[config.mk]
export PLATFORM = sky130hd
export DESIGN_NAME = rx_unstuff_shift
export DESIGN_NICKNAME = d
export VERILOG_FILES = /design/src/rtl/rx_unstuff_shift.sv
export SDC_FILE = /design/constraint.sdc
export NUM_CORES = 1
export LEC_CHECK = 0
export ABC_CLOCK_PERIOD_IN_PS = 1500
export CORE_UTILIZATION = 25
export CTS_CLUSTER_SIZE = 30
export DETAILED_ROUTE_END_ITERATION = 7
export SLEW_MARGIN = 10
export SYNTH_ARGS = -nofsm -noshare
export SYNTH_HDL_FRONTEND = slang
export SYNTH_SLANG_ARGS = --single-unit
[constraint.sdc]
create_clock -name clk -period 1.5 [get_ports clk]
set_input_delay 0.3 -clock clk [delete_from_list [all_inputs] [get_ports clk]]
set_output_delay 0.3 -clock clk [all_outputs]
set_load 0.02 [all_outputs]
[src/rtl/rx_unstuff_shift.sv]
// rx_unstuff_shift
//   USB RX stage behind the NRZI decoder. On each shift_strobe it samples
//   d_decoded and drops stuffed bits, then assembles the data bits LSB-first
//   into bytes. It reports packet end, with a check for a partial final byte,
//   and it can report stuffing violations.
//
//   Optional feature macro: USB_RX_STUFF_ERR_EN
//     defined   : a stuffed-bit slot that samples 1 pulses stuff_err and
//                 parks the block in ERROR until rx_active drops.
//     undefined : the stuffed-bit slot is dropped whatever its value, and
//                 stuff_err is held at 0.
//
// Ports
//   clk          in   system clock, rising edge
//   n_rst        in   asynchronous active-low reset
//   rx_active    in   receive window; low forces IDLE
//   shift_strobe in   one-cycle sample pulse per bit period
//   d_decoded    in   decoded data bit
//   eop          in   end-of-packet level
//   rx_byte      out  last completed byte; holds until the next one
//   byte_valid   out  one-cycle pulse, rx_byte valid
//   packet_done  out  one-cycle pulse on the first eop in ACTIVE
//   align_err    out  with packet_done when a partial byte was pending
//   stuff_err    out  one-cycle pulse on a stuffing violation
module rx_unstuff_shift #(
  parameter int DATA_W    = 8,
  parameter int STUFF_LEN = 6
) (
  input  logic              clk,
  input  logic              n_rst,
  input  logic              rx_active,
  input  logic              shift_strobe,
  input  logic              d_decoded,
  input  logic              eop,
  output logic [DATA_W-1:0] rx_byte,
  output logic              byte_valid,
  output logic              packet_done,
  output logic              align_err,
  output logic              stuff_err
);

  localparam int BW = $clog2(DATA_W) + 1;

  typedef enum logic [1:0] {
    S_IDLE,
    S_ACTIVE,
    S_DONE,
    S_ERROR
  } state_t;

  state_t            state, state_d;
  logic [2:0]        ones_cnt, ones_d;
  logic [BW-1:0]     bit_cnt, bit_d;
  logic [DATA_W-1:0] shreg, shreg_d;
  logic [DATA_W-1:0] rx_byte_d;
  logic [DATA_W-1:0] shifted;
  logic              stuff_pos;
  logic              bv_d, pd_d, ae_d, se_d;

  // New bits enter at the MSB, so the first bit received ends up in bit 0.
  assign shifted   = {d_decoded, shreg[DATA_W-1:1]};
  assign stuff_pos = (ones_cnt == 3'(STUFF_LEN));

  always_comb begin
    state_d   = state;
    ones_d    = ones_cnt;
    bit_d     = bit_cnt;
    shreg_d   = shreg;
    rx_byte_d = rx_byte;
    bv_d      = 1'b0;
    pd_d      = 1'b0;
    ae_d      = 1'b0;
    se_d      = 1'b0;

    case (state)
      S_IDLE: begin
        ones_d = '0;
        bit_d  = '0;
        if (rx_active) state_d = S_ACTIVE;
      end

      S_ACTIVE: begin
        // rx_active low wins over eop and strobe: a silent abort.
        if (!rx_active) begin
          state_d = S_IDLE;
          ones_d  = '0;
          bit_d   = '0;
        end else if (eop) begin
          state_d = S_DONE;
          pd_d    = 1'b1;
          ae_d    = (bit_cnt != '0);
          bit_d   = '0;
        end else if (shift_strobe) begin
          if (stuff_pos) begin
            ones_d = '0;
`ifdef USB_RX_STUFF_ERR_EN
            if (d_decoded) begin
              se_d    = 1'b1;
              state_d = S_ERROR;
            end
`endif
          end else begin
            shreg_d = shifted;
            ones_d  = d_decoded ? (ones_cnt + 3'd1) : '0;
            if (bit_cnt == BW'(DATA_W - 1)) begin
              rx_byte_d = shifted;
              bv_d      = 1'b1;
              bit_d     = '0;
            end else begin
              bit_d = bit_cnt + 1'b1;
            end
          end
        end
      end

      S_DONE, S_ERROR: begin
        if (!rx_active) begin
          state_d = S_IDLE;
          ones_d  = '0;
          bit_d   = '0;
        end
      end

      default: state_d = S_IDLE;
    endcase
  end

  always_ff @(posedge clk or negedge n_rst) begin
    if (!n_rst) begin
      state       <= S_IDLE;
      ones_cnt    <= '0;
      bit_cnt     <= '0;
      shreg       <= '0;
      rx_byte     <= '0;
      byte_valid  <= 1'b0;
      packet_done <= 1'b0;
      align_err   <= 1'b0;
      stuff_err   <= 1'b0;
    end else begin
      state       <= state_d;
      ones_cnt    <= ones_d;
      bit_cnt     <= bit_d;
      shreg       <= shreg_d;
      rx_byte     <= rx_byte_d;
      byte_valid  <= bv_d;
      packet_done <= pd_d;
      align_err   <= ae_d;
      stuff_err   <= se_d;
    end
  end

endmodule

=== Yosys cells after proc, flatten, opt, wreduce, memory -nomap -nowiden ===
Index checks and enable logic that the tools add are counted.
Widths: inputs -> output; s select.

* Add/sub/neg operators: 2
* Eq/ne operators: 12
* Muxes and demuxes: 31
* Bitwise operators: 2
* Reduce and logical (&&, ||, !) cells: 8

{| class="wikitable"
|+ Operator list
! cell !! number
|-
| $mux 4 || 6
|-
| $mux 3 || 6
|-
| $mux 1 || 12
|-
| $pmux 4 s3 || 1
|-
| $ne 3x3->1 const B || 3
|-
| $pmux 3 s3 || 1
|-
| $reduce_and 3->1 || 3
|-
| $mux 2 || 4
|-
| $ne 4x4->1 const B || 2
|-
| $pmux 2 s3 || 1
|-
| $reduce_and 6->1 || 1
|-
| $reduce_and 5->1 || 1
|-
| $add 4x1->4 const B || 1
|-
| $eq 2x2->1 const B || 2
|-
| $eq 4x3->1 const B || 1
|-
| $ne 2x2->1 const B || 2
|-
| $reduce_bool 4->1 || 1
|-
| $add 3x1->3 const B || 1
|-
| $eq 3x3->1 const B || 1
|-
| $eq 2x1->1 const B || 1
|-
| $logic_not 2->1 || 1
|-
| $not 1->1 || 2
|-
| $reduce_or 2->1 || 1
|}

* Register bits: 28

=== Depth between registers and ports, before layout ===
* Word-level depth: 7
* Gate-level depth with buffers: 7
* Gate-level depth less buffers: 6

=== Worst setup path after synthesis ===
OpenSTA, ideal clock, no wires.

* Path type: flip-flop to flip-flop
* Start point: register ones_cnt[0]
* End point: register rx_byte[0]
* Arrival: 1461 ps
* Required time: 1375 ps
* Path slack: -86 ps
* Cell stages (with the launch flop): 8
* Path buffers: 1
* Clock period less this slack: 1586 ps
* Cells stage by stage: dfrtp_1 > inv_1 > ha_1 > a21boi_2 > and2_4 > buf_8 > nand2_8 > mux2_4

* Longest elaborated chain between the ends: 3

{| class="wikitable"
|+ RTL lines
! item !! line !! text
|-
| start: declaration || 52 || <nowiki>logic [2:0] ones_cnt, ones_d;</nowiki>
|-
| start signal: assignment || 141 || <nowiki>ones_cnt <= ones_d;</nowiki>
|-
| $eq 3x3->1 || 62 || <nowiki>assign stuff_pos = (ones_cnt == 3'(STUFF_LEN));</nowiki>
|-
| $not 1->1 (no line) || n/a ||
|-
| $reduce_and 6->1 (no line) || n/a ||
|-
| end signal: assignment || 144 || <nowiki>rx_byte <= rx_byte_d;</nowiki>
|-
| end: declaration || 35 || <nowiki>output logic [DATA_W-1:0] rx_byte,</nowiki>
|}

Every way passes these cells.
A chain may end at the register's enable or synchronous reset.

=== Final worst setup path ===
* Start point: register ones_cnt[1]
* End point: register rx_byte[7]

The elaborated chain is that of the path after synthesis.

==> results.md <==
- Ant. Diodes: 0
- GRT Total Usage: roughly a tenth
- Final setup margin: 0.0297 ns
- Post-route cell area: around 1600 sq um
- CP endpoint: rx_byte[7]$_DFFE_PN0P_
- Setup Crit Path Kind: reg -> reg
- Worst-Skew Late Latency: 0.27 ns
- Routed WL: between 2000 and 2500 um
- Net Count, Synth: about 120
- CTS tree: built
- Vias post-DR: about 830
- Total placed cells including tap cells: between 150 and 200
- Residual DRC: 0
- Crit path launch: ones_cnt[1]$_DFFE_PN0P_
- DR WL/cell: roughly 11 um
- Combinational Power Share: 9.2%
- Crit start category: flop
- Max Freq: between 600 and 700 MHz
- Avg Cell Area, Syn: between 10 and 15 sq um
- Root buf cell: clkbuf_8
- Fraction of layout instances using a drive strength above 1: 22.1%
- Multi-input gate area: 518 sq um
- Post-synthesis instance total: roughly 110
- Util after Layout: between 30% and 40%
- Distinct cells, synth: 28
- Yosys warning count: 0
- Initial antenna violation count: 0
- Max VDD drop: about 420 uV
- Max Buffers Root-to-Sink: 2
- Core ar.: between 4000 and 5000 sq um
- Min cycle time layout: 1.47 ns
- RD Place Congestion: between 0.7 and 0.8
- Sw Pwr: 0.328 mW
- Final Non-Filler Cells: about 200
- H-tree Lvls: 1
- CTS buffer count: 3
- Status: finished clean
- Nets: approximately 150
- Net Sw Frac: 24.5%
- Port Buf Inserts: 16
- Die X-Extent: ~72 um
- RSZ-0062 raised after global routing: true
- DR iter-0 viols: 43
- Max Cap Viol: 0
- Final Cycle Share: between 90% and 100%
- First-pass GRT wire length: between 3000 and 4000 um
- Sequential Area: slightly below 700 sq um
- Crit path arrival time: 1.64 ns
- Type of the tightest min-delay check: in -> async
- Die ar.: 5210 sq um
- Total power: about 1.3 mW
- Fill cells: 483
- GR Overflow Total: 0
- Post-synthesis sequential area ratio: 54.8%
- Clock Skew: 0.00255 ns
- Max Slew Vio Count: 0
- Clk pwr share: ~31%
- Synth Cell Area: between 1000 and 1500 sq um
- R2R setup slack: between 0.02 and 0.03 ns
- Vias/cell: 4.07
- Worst Path Max Fanout: 9
- Starting Density: 26.1%
- CTS sink cnt: 27
- Worst R2R Path Depth: 5
- Leak: 0.857 nW
- Element type at the critical path end: flop
- Clk slew on worst S/H paths: approximately 0.090 ns
- Worst slack, placed: -0.259 ns
- Pin count of the biggest net entering global routing: 28
- Syn-to-layout area delta: 29.5%
- Hold Vio Cnt, Final: 0
- Die Y: ~72 um
- Sequential Power Share: 59.4%
- P_int: between 1 and 1.5 mW
- Drt first pass iters: 4
- FF-to-FF End: rx_byte[7]$_DFFE_PN0P_
- Vias in the first global route: approximately 830
- Hpwl dp: between 1500 and 2000 um
- Worst Path Required: 1.67 ns
- Area after DPL: 1530 sq um
- Synthesis-stage register bit count: 27
- PwrDens: 840 nW/um^2
- Setup-failing EPs final: 0
- Number of placement rows: 25
- Boundary Pins: 18
- Worst r2r src: ones_cnt[1]$_DFFE_PN0P_
- Routed Antenna Nets: 0
==> per-stage QoR <==
| step | hold WS, ns | TNS, ns |
|---|---|---|
| final | 0.385 | 0 |
| after global routing | 0.411 | -0.266 |
| after global placement | 0.465 | -3.30 |
| after floorplan | 0.00441 | -0.560 |
| after CTS | 0.391 | 0 |
| after detailed placement | 0.488 | -3.78 |
==> logic make-up after synthesis <==
logic type | after synthesis | synth area share (%)
AO/OA/AOI/OAI | 15 | 8.43
XOR/XNOR | 2 | 1.42
adder cells (fa/ha/maj) | 4 | 4.06
buffers and inverters | 9 | 3.96
flip-flops | 27 | 54.8
multiplexers | 8 | 9.75
other | 1 | 0.304
AND/OR/NAND/NOR | 39 | 17.3
==> worst max-delay path, cell delays in order, from the launching register on <==
cell and delay (ns):
dfrtp_1 0.40, ha_2 0.19, a21boi_4 0.17, and2_4 0.20, nand2_8 0.09, mux2_4 0.30
==> state kept, by name, summed over array words and instances (netlist names) <==
signal	flops
align_err	1
byte_valid	1
bit_cnt	4
ones_cnt	3
rx_byte	8
packet_done	1
state	2
shreg	7
==> cell usage in the layout (no fill, tap or decap), types with 2 or more instances in the layout <==
| cell type | synthesis | routed |
|---|---|---|
| ha_1 | 4 | 3 |
| clkdlybuf4s50_1 | 0 | 5 |
| o2bb2ai_1 | 2 | 2 |
| clkbuf_8 | 0 | 3 |
| mux2_4 | 8 | 8 |
| a21oi_1 | 2 | 2 |
| o21ai_0 | 5 | 5 |
| dfrtp_1 | 27 | 27 |
| dlygate4sd2_1 | 0 | 11 |
| a22o_1 | 2 | 2 |
| nor2_1 | 2 | 2 |
| nand3_1 | 3 | 3 |
| nand2_1 | 26 | 26 |
| buf_4 | 1 | 13 |
| inv_1 | 7 | 7 |
==> power groups by stage <==
stage                     sequential (mW)  combinational, mW  clock, mW
after floorplan                     0.806             0.0625          0
after global placement              0.809              0.118          0
after detailed placement            0.812              0.123          0
after CTS                           0.798              0.124      0.440
after global routing                0.803              0.141      0.473
final                               0.797              0.124      0.420
==> synth_stat cells <==
| library cell | count | area [sq um] |
|---|---|---|
| o31ai_1 | 1 | 7.51 |
| o21ai_0 | 5 | 25.0 |
| dfrtp_1 | 27 | 676 |
| and4_1 | 1 | 8.76 |
| a21boi_2 | 1 | 11.3 |
| nand2_8 | 1 | 20.0 |
| nand2_1 | 26 | 97.6 |
| nor3_1 | 1 | 5.00 |
| o2bb2ai_1 | 2 | 17.5 |
| ha_1 | 4 | 50.1 |
| nor2b_1 | 1 | 6.26 |
| inv_1 | 7 | 26.3 |
| a21boi_0 | 1 | 7.51 |
| mux2_4 | 8 | 120 |
| buf_4 | 1 | 7.51 |
| nand4bb_1 | 1 | 11.3 |
| a22o_1 | 2 | 17.5 |
| a21o_1 | 1 | 7.51 |
| nand3_1 | 3 | 15.0 |
| nor2_1 | 2 | 7.51 |
| xnor2_1 | 1 | 8.76 |
| nor2_8 | 1 | 20.0 |
| a21oi_1 | 2 | 10.0 |
| buf_8 | 1 | 15.0 |
| conb_1 | 1 | 3.75 |
| and4bb_1 | 1 | 12.5 |
| xor2_1 | 1 | 8.76 |
| and2_4 | 1 | 8.76 |
==> layout make-up <==
cell class	count	area share, %
Clock buffer	3	2.59
Multi-Input combinational cell	69	32.4
Sequential cell	27	42.3
Clock inverter	1	0.470
Tap cell	67	5.25
Timing Repair Buffer	29	15.3
Inverter	7	1.65
==> how the worst min path moves through the flow <==
stage	from	end	slack (ns)
after floorplan	n_rst	align_err$_DFF_PN0_	0.004
after global placement	shreg[1]$_DFFE_PN0P_	shreg[1]$_DFFE_PN0P_	0.47
after detailed placement	shreg[1]$_DFFE_PN0P_	shreg[1]$_DFFE_PN0P_	0.49
after CTS	n_rst	rx_byte[1]$_DFFE_PN0P_	0.39
after global routing	n_rst	rx_byte[1]$_DFFE_PN0P_	0.41
final	n_rst	rx_byte[1]$_DFFE_PN0P_	0.39
==> per-layer routing <==
metal	up-vias	wire length (um)	track usage, %
met4	0	19	3.27
met2	17	1050	15.4
met1	397	998	12.0
met3	2	112	3.75
li1	411	-	-
met5	-	0	0
==> repair_timing <==
item	in CTS	in global routing
pin swaps	0	2
gates resized for setup	12	0
setup endpoints to repair	19	11
hold buffers	0	0
setup buffers	0	3
No activity file was read; power rests on OpenSTA's default activity.
==> edit (same settings) <==
The parameter `DATA_W` goes from 8 to 16.
--- a/src/rtl/rx_unstuff_shift.sv
+++ b/src/rtl/rx_unstuff_shift.sv
@@ -25,3 +25,3 @@
 module rx_unstuff_shift #(
-  parameter int DATA_W    = 8,
+  parameter int DATA_W    = 16,
   parameter int STUFF_LEN = 6
Interface: changed (resized rx_byte); port bits go from 18 to 26. The function was not compared with the original's and may differ.
==> edit against the original RTL <==
The run now ends with negative setup slack left. Power up 75%. Clock skew down 0.58 ps. Routed wire length up 60%. Setup slack worse by 87 ps. Die area up 51%. Non-clock buffer count up 21. Sequential cell count up 17. Synthesized cell count up 24%. Combinational power up 44%. Cell area up 64%. Synthesized area up 53%. Critical endpoint is now rx_byte[8]$_DFFE_PN0P_. Highest routed layer unchanged.
==> edit: results (changes against the original RTL) <==
status finished with violations (was completed); violated checks negative setup slack; vias 1198 (was 827); number of signal-net buffers in the layout 50 (was 29); met2 usage 0.166 (was 0.154); dpl ws -288 ps (was -259 ps); multi-input gates 76 (was 69); Fillers 724 (was 483); GR met1 Demand/Resource 0.115 (was 0.120); Post-DP HPWL 2.26 mm (was 1.63 mm); Internal Power 1.81 mW (was 1.01 mW); ClkCell Share 0.0425 (was 0.0306); Crit Reg-Reg Startpoint bit_cnt[1]$_DFFE_PN0P_ (was ones_cnt[1]$_DFFE_PN0P_); fraction of area in multi-input gates 0.300 (was 0.324); Setup TNS Final -604 ps (was 0 ps); post-synthesis sequential area ratio 0.585 (was 0.548); area post-placement 0.00237 mm2 (was 0.00153 mm2); DR iter-0 viols 49 (was 43); final worst slack -57.8 ps (was 29.7 ps); crit-path max cell delay 360 ps (was 400 ps); P_leak 1.41 nW (was 0.857 nW); H-tree Lvls 2 (was 1); pin count of the biggest net entering global routing 45 (was 28); Worst Path Arrival 1750 ps (was 1640 ps); critical path peak fanout 8 (was 9); Nets 194 (was 147); met3 GRT Util 0.0280 (was 0.0375); Worst R2R Path Depth 5 (unchanged); largest registers rx_byte: 16 flops, shreg: 15 flops, bit_cnt: 5 flops (was rx_byte: 8 flops, shreg: 7 flops, bit_cnt: 4 flops); clock latency on the worst-skew pair 300 ps (was 270 ps); Synth top cells by count dfrtp_1, mux2_2, mux2_4, inv_1, o21ai_0 (was dfrtp_1, nand2_1, mux2_4, inv_1, o21ai_0); Worst R2R End rx_byte[8]$_DFFE_PN0P_ (was rx_byte[7]$_DFFE_PN0P_); layout cell share with drive strength beyond 1 0.405 (was 0.221); clock root cell clkbuf_8 (unchanged); Well Taps 99 (was 67); worst vdd ir 0.000350 V (was 0.000417 V); Synthesized Nets 140 (was 115); buffer share of cell area 0.180 (was 0.153); Port Buffers 24 (was 16); routed length per placed instance 12.3 um (was 10.7 um); Final Setup Violations 17 (was 0); synth unique cells 34 (was 28); TritonCTS Buffers 5 (was 3); GRT Util Overall 0.0974 (was 0.0966); largest cells by area after synthesis dfrtp_1, mux2_2, mux2_4 (was dfrtp_1, mux2_4, nand2_1); Initial DRT Pass Iterations 2 (was 4); placer congestion estimate 0.764 (was 0.768); critical path's top delay family simple AND/OR/NAND/NOR gates (was flip-flops)
## edit: cell count changes in the layout (fill, tap and decap cells not counted), sizes merged, moves of 2 or more
cell,change
mux2,+23
dlygate4sd2,+8
buf,+11
dfrtp,+17
nand2,-22
o21ai,+2
clkbuf,+4
and3,+2
## edit: routing by layer
| metal | share of wire | vias up |
|---|---|---|
| li1 | - | 575 |
| met1 | 0.44 | 596 |
| met2 | 0.51 | 20 |
| met3 | 0.033 | 7 |
| met4 | 0.016 | 0 |
| met5 | 0 | - |
## edit: kinds of logic (layout without fill, tap and decap cells)
kind of cell,Yosys count,in the layout,synth area share
compound gates,18,18,0.0678
fa+ha+maj,4,4,0.0266
xor+xnor,1,1,0.00465
flops,44,44,0.585
other cells,1,1,0.00199
simple gates,21,21,0.0811
buf+inv,10,65,0.0299
mux,31,31,0.203
## edit: worst max-delay path by stage
stage / to / start / cells past startpoint / slack (ps)
2_1_floorplan: rx_byte[10]$_DFFE_PN0P_ / ones_cnt[0]$_DFFE_PN0P_ / 6 / -130
3_3_place_gp: rx_byte[6]$_DFFE_PN0P_ / eop / 5 / -270
3_5_place_dp: rx_byte[9]$_DFFE_PN0P_ / eop / 5 / -290
4_1_cts: rx_byte[12]$_DFFE_PN0P_ / bit_cnt[0]$_DFFE_PN0P_ / 5 / -70
5_1_grt: rx_byte[15]$_DFFE_PN0P_ / bit_cnt[1]$_DFFE_PN0P_ / 5 / -110
6_report: rx_byte[8]$_DFFE_PN0P_ / bit_cnt[1]$_DFFE_PN0P_ / 5 / -60
## edit: stage by stage
step / power (mW) / utilization / cells / hold slack, ps
after floorplan: 1.36 / - / 130 / 4.41
after global placement: 1.45 / 0.327 / 268 / 296
after detailed placement: 1.45 / 0.327 / 268 / 298
after CTS: 2.37 / 0.342 / 277 / 501
after global routing: 2.44 / 0.361 / 284 / 533
final: 2.35 / 0.361 / 284 / 493
## edit: repair_timing
| action | 4_1_cts | 5_1_grt |
|---|---|---|
| gates cloned | 0 | 2 |
| setup endpoints to repair | 37 | 36 |
| hold buffers | 1 | 0 |
| hold endpoints to repair | 44 | 0 |
| gates resized for setup | 21 | 17 |
| setup buffers | 0 | 5 |
| pin swaps | 0 | 5 |
## edit: power groups by stage
| stage | Clock [mW] | Combinational, mW | Sequential, mW |
|---|---|---|---|
| after floorplan | 0 | 0.0808 | 1.28 |
| after global placement | 0 | 0.163 | 1.28 |
| after detailed placement | 0 | 0.166 | 1.29 |
| after CTS | 0.936 | 0.169 | 1.26 |
| after global routing | 0.972 | 0.202 | 1.27 |
| final | 0.907 | 0.178 | 1.26 |
## edit: worst min-delay path, cell delays in order
cell	delay [ps]
dlygate4sd3_1	520
buf_2	120
buf_12	230
